--- config.mk ---
export PLATFORM = sky130hd
export DESIGN_NAME = serial_sum_collect_flat
export DESIGN_NICKNAME = d
export VERILOG_FILES = /design/src/rtl/serial_sum_collect_pkg.sv /design/src/rtl/serial_sum_collect_if.sv /design/src/rtl/full_adder_bit.sv /design/src/rtl/serial_sum_collect.sv /design/src/flat_wrapper.sv
export SDC_FILE = /design/constraint.sdc
export NUM_CORES = 1
export LEC_CHECK = 0
export ABC_AREA = 1
export CORE_MARGIN = 4
export CORE_UTILIZATION = 47
export DETAILED_ROUTE_END_ITERATION = 8
export PLACE_DENSITY = 0.74
export SLEW_MARGIN = 20
export SYNTH_ARGS = -nofsm -noshare
export SYNTH_HDL_FRONTEND = slang
export SYNTH_SLANG_ARGS = --single-unit
--- constraint.sdc ---
create_clock -name clk -period 1.8 [get_ports clk]
set_clock_uncertainty 0.1 [all_clocks]
set_input_delay 0.36 -clock clk [delete_from_list [all_inputs] [get_ports clk]]
set_output_delay 0.36 -clock clk [all_outputs]
set_load 0.01 [all_outputs]
--- src/rtl/serial_sum_collect_pkg.sv ---
// Shared definitions for the serial adder/collector and the serializer stage.
package serial_sum_collect_pkg;

    localparam int unsigned DEFAULT_WIDTH = 4;

    typedef enum logic [1:0] {
        ST_IDLE = 2'd0,
        ST_ADD  = 2'd1,
        ST_DONE = 2'd2
    } state_t;

endpackage

--- src/rtl/serial_sum_collect_if.sv ---
// Serial operand stream in, parallel result and status out.
interface serial_sum_collect_if
    import serial_sum_collect_pkg::*;
#(
    parameter int unsigned WIDTH = DEFAULT_WIDTH
);

    logic             start;
    logic             a_bit;
    logic             b_bit;
    logic             c_in;
    logic [WIDTH-1:0] sum;
    logic             cout;
    logic             done;
    logic             busy;

    modport master (
        output start, a_bit, b_bit, c_in,
        input  sum, cout, done, busy
    );

    modport slave (
        input  start, a_bit, b_bit, c_in,
        output sum, cout, done, busy
    );

endinterface

--- src/rtl/full_adder_bit.sv ---
// One-bit full adder cell used by the serial adder.
module full_adder_bit (
    input  logic i_a,
    input  logic i_b,
    input  logic i_c,
    output logic o_sum_c,
    output logic o_carry_c
);

    // Sum and majority carry.
    assign o_sum_c   = i_a ^ i_b ^ i_c;
    assign o_carry_c = (i_a & i_b) | (i_a & i_c) | (i_b & i_c);

endmodule

--- src/rtl/serial_sum_collect.sv ---
// Bit-serial adder: collects WIDTH LSB-first bit pairs and publishes the sum
// and final carry in one registered update, pulsing done for one cycle.
module serial_sum_collect
    import serial_sum_collect_pkg::*;
#(
    parameter int unsigned WIDTH = DEFAULT_WIDTH
)(
    input  logic              clk,
    input  logic              reset,
    serial_sum_collect_if.slave bus
);

    localparam int unsigned CNT_W = $clog2(WIDTH + 1);

    state_t             r_state;
    logic [CNT_W-1:0]   r_cnt;
    logic               r_carry;
    logic [WIDTH-1:0]   r_shreg;
    logic [WIDTH-1:0]   r_sum;
    logic               r_cout;
    logic               r_done;
    logic               r_busy;

    logic               w_carry_in;
    logic               w_s;
    logic               w_c;
    logic [WIDTH-1:0]   w_shreg_next;
    logic               w_shreg_lsb_unused;

    // The start cycle takes its carry from c_in; later bits use the stored carry.
    assign w_carry_in = (r_state == ST_ADD) ? r_carry : bus.c_in;

    full_adder_bit u_fa (
        .i_a       (bus.a_bit),
        .i_b       (bus.b_bit),
        .i_c       (w_carry_in),
        .o_sum_c   (w_s),
        .o_carry_c (w_c)
    );

    // New sum bit enters at the MSB; the old LSB falls off and is never needed.
    assign w_shreg_next       = {w_s, r_shreg[WIDTH-1:1]};
    assign w_shreg_lsb_unused = r_shreg[0];

    // Control FSM, datapath registers and registered outputs.
    always_ff @(posedge clk or negedge reset) begin
        if (!reset) begin
            r_state <= ST_IDLE;
            r_cnt   <= '0;
            r_carry <= 1'b0;
            r_shreg <= '0;
            r_sum   <= '0;
            r_cout  <= 1'b0;
            r_done  <= 1'b0;
            r_busy  <= 1'b0;
        end else begin
            case (r_state)
                ST_IDLE, ST_DONE: begin
                    r_done <= 1'b0;
                    if (bus.start) begin
                        r_carry <= w_c;
                        r_shreg <= w_shreg_next;
                        r_cnt   <= CNT_W'(1);
                        r_state <= ST_ADD;
                        r_busy  <= 1'b1;
                    end else begin
                        r_cnt   <= '0;
                        r_state <= ST_IDLE;
                        r_busy  <= 1'b0;
                    end
                end
                ST_ADD: begin
                    r_carry <= w_c;
                    r_shreg <= w_shreg_next;
                    r_cnt   <= r_cnt + CNT_W'(1);
                    // Last bit: publish result on the same edge it completes.
                    if (r_cnt == CNT_W'(WIDTH - 1)) begin
                        r_state <= ST_DONE;
                        r_sum   <= w_shreg_next;
                        r_cout  <= w_c;
                        r_done  <= 1'b1;
                        r_busy  <= 1'b0;
                    end
                end
                default: begin
                    r_state <= ST_IDLE;
                    r_done  <= 1'b0;
                    r_busy  <= 1'b0;
                end
            endcase
        end
    end

    assign bus.sum  = r_sum;
    assign bus.cout = r_cout;
    assign bus.done = r_done;
    assign bus.busy = r_busy;

endmodule

--- src/flat_wrapper.sv ---
// flat-port wrapper written by rule: the top's interface ports become plain ports
module serial_sum_collect_flat import serial_sum_collect_pkg::*;
#(
    parameter int unsigned WIDTH = DEFAULT_WIDTH
)
  (clk, reset, bus_start, bus_a_bit, bus_b_bit, bus_c_in, bus_sum, bus_cout, bus_done, bus_busy);
  serial_sum_collect_if #(.WIDTH(WIDTH)) bus_i ();
  input  logic clk;
  input  logic reset;
  input wire logic [$bits(bus_i.start)-1:0] bus_start;
  input wire logic [$bits(bus_i.a_bit)-1:0] bus_a_bit;
  input wire logic [$bits(bus_i.b_bit)-1:0] bus_b_bit;
  input wire logic [$bits(bus_i.c_in)-1:0] bus_c_in;
  output wire logic [$bits(bus_i.sum)-1:0] bus_sum;
  output wire logic [$bits(bus_i.cout)-1:0] bus_cout;
  output wire logic [$bits(bus_i.done)-1:0] bus_done;
  output wire logic [$bits(bus_i.busy)-1:0] bus_busy;
  assign bus_i.start = bus_start;
  assign bus_i.a_bit = bus_a_bit;
  assign bus_i.b_bit = bus_b_bit;
  assign bus_i.c_in = bus_c_in;
  assign bus_sum = bus_i.sum;
  assign bus_cout = bus_i.cout;
  assign bus_done = bus_i.done;
  assign bus_busy = bus_i.busy;
  serial_sum_collect #(.WIDTH(WIDTH)) u_core (.clk(clk), .reset(reset), .bus(bus_i));
endmodule
==> reports/qor.yml <==
worst_pin_slew_ns: 0.248
crit_fanout: 3
track_usage_pct: 16.2
ys_warn_count: 0
die_x_um: 44.9
worst_skew_pair.late_latency_ns: 0.28
drive_above_1_share_pct: 17.6
ys_seq_area_share_pct: 54.7
cp_cell_sequence: "buf_4 -> inv_2 -> nand2_2 -> o21ai_0 -> fa_1 -> inv_1 -> nand3_1 -> nand2_1"
cts_root_buf: "clkbuf_4"
drtIter0Drc: 13
start_util_pct: 49.9
syn-mean-instance-area_sq_um: 9.15
setup_viol: 0
antenna_cells: 0
relSlewSlack_pct: 83.5
io_buffer_count: 12
period_share_pct: 94.0
p_comb_share_pct: 51.0
clkSlewWorstSetupHoldPaths_ns: 0.07
cts-htree-levels: 1
multiInputGateArea_sq_um: 253
cp-end-kind: "flip-flop"
p_leak_nw: 0.471
power.internal_uw: 884
drc: 0
clkSinkCount: 14
io_pins: 13
synth-seq-cells: 14
cts_tree: "yes"
core_sq_um: 1280
power.share.clock_pct: 11.7
seq_area_sq_um: 352
arrival_ns: 1.82
drtPass1Iterations: 5
clk_path_buf_depth: 2
syn_nets: 79
cts_made_buffers: 3
vias: 536
seqPwrFrac_pct: 37.4
slew_violations: 0
gp_congestion: 0.793
hpwl_um: 971
fin_crit_ns: 1.69
timing.final.ws_setup_ns: 0.108
power_density_nw_per_um2: 1730
slowest_delay_ns: 0.45
layout.nets: 102
rsz0062_at_grt: "false"
cap_violations: 0
antenna_left: 0
grt_pass1_wl_mm: 2.19
grt_max_degree: 15
vias_per_cell: 5.06
startpoint_type: "flip-flop"
instances_no_fill: 106
grt-ovfl-total: 0
num-fill-cells: 96
crit_required_ns: 1.93
hold_violations: 0
grt_pass1_vias: 508
critPathSlowestCell: "fa_1"
max_freq_mhz: 591
netlist_instances: 70
synth_area_sq_um: 641
antenna_found_initial: 0
area.growth.synth_to_final_pct: 32.8
irDropWorstVdd_mv: 0.982
status: "complete, no violations"
synth_cell_types: 11
wl_per_cell_um: 12.5
setup.worst_path.class: "flip-flop to flip-flop"
power.switching_uw: 585
die_h_um: 44.9
drt_wl_total_mm: 1.32
num_rows: 13
p_sw_share_pct: 39.8
cts_hold_buf: 0
hold_path.class: "input port to asynchronous set/reset pin"
post-place-ws_ns: -0.106
dpl.cell_count: 100
fp.dieArea_sq_um: 2020
[sequential cells by signal, summed over array words and instances (netlist names)]
| signal | flops |
|---|---|
| u_core.bus.busy | 1 |
| u_core.bus.cout | 1 |
| u_core.bus.sum | 4 |
| u_core.r_carry | 1 |
| u_core.r_cnt | 3 |
| u_core.r_shreg | 3 |
| u_core.r_state | 1 |
[what timing repair did]
action	in CTS	in global routing
gates resized for setup	1	1
setup endpoints to repair	2	2
buffers inserted	1	2
[per-stage QoR]
stage / utilization (%) / setup TNS [ns] / power, mW / hold slack [ns] / area, sq um
final: 66.2 / 0 / 1.47 / 0.268 / 851
after global routing: 66.2 / 0 / 1.61 / 0.267 / 851
after CTS: 64.8 / 0 / 1.45 / 0.272 / 833
after detailed placement: 62.4 / -0.179 / 1.26 / 0.369 / 802
after global placement: 62.4 / -0.0759 / 1.23 / 0.366 / 802
after floorplan: - / 0 / 0.950 / -0.0356 / 641
[metal layers]
metal | vias up | global-route usage (%) | part of all wire [%]
li1 | 263 | - | -
met1 | 248 | 18.7 | 39
met2 | 20 | 23.7 | 50
met3 | 5 | 7.57 | 7.9
met4 | 0 | 10.5 | 2.4
met5 | - | 0 | 0
[area by class of cell]
type / count / area share (%)
inverters: 10 / 4.41
repair buffers: 18 / 19.7
clock buffers: 3 / 2.65
flip-flops and latches: 14 / 41.3
multi-input cells: 46 / 29.7
well taps: 15 / 2.21
[worst max-delay path, delay by kind of cell (launching register included)]
family / cells / cell delay (ns)
adders and majority gates: 1 / 0.45
DFF: 1 / 0.39
buffers and inverters: 3 / 0.29
and+or+nand+nor: 3 / 0.20
AOI/OAI and AO/OA: 1 / 0.19
[power by group through the flow]
stage / clock network (mW) / logic (mW) / registers (mW)
final: 0.171 / 0.749 / 0.549
after global routing: 0.198 / 0.842 / 0.568
after CTS: 0.178 / 0.706 / 0.564
after detailed placement: 0 / 0.691 / 0.570
after global placement: 0 / 0.666 / 0.565
after floorplan: 0 / 0.361 / 0.590
[worst paths after layout]
kind	startpoint	end	slack (ns)	cells after the start
worst max-delay path	u_core.r_state[1]	u_core.bus.sum[3]	0.11	8
worst max register to register	u_core.r_state[1]	u_core.bus.sum[3]	0.11	8
min in group clk	u_core.bus.sum[2]	u_core.bus.sum[2]	0.39	2
max in group asynchronous	reset	u_core.bus.busy	1.16	2
worst min register to register	u_core.bus.sum[2]	u_core.bus.sum[2]	0.39	2
worst min-delay path	reset	u_core.bus.sum[1]	0.27	2
[cells by family (layout without fill, tap and decap cells)]
kind of cell / after synthesis / after routing / synth area share (%)
simple gates: 40 / 40 / 30.1
fa+ha+maj: 3 / 3 / 7.03
compound gates: 3 / 3 / 2.34
buf+inv: 10 / 31 / 5.86
flops: 14 / 14 / 54.7
[cells in the mapped netlist, drive strengths merged]
master | count | share of area (%)
inv | 10 | 5.9
nand3 | 14 | 11
ha | 2 | 3.9
fa | 1 | 3.1
o21ai | 3 | 2.3
nand2 | 25 | 17
dfrtp | 14 | 55
nor2 | 1 | 1.8
[cells in the final DEF (no fill, tap or decap), drive strengths merged]
master / Yosys / final
nor2: 1 / 1
o21ai: 3 / 3
nand2: 25 / 25
dlymetal6s2s: 0 / 1
inv: 10 / 10
clkdlybuf4s50: 0 / 11
dfrtp: 14 / 14
clkbuf: 0 / 3
buf: 0 / 6
ha: 2 / 2
nand3: 14 / 14
fa: 1 / 1
Power figures use the tool's default switching activity.
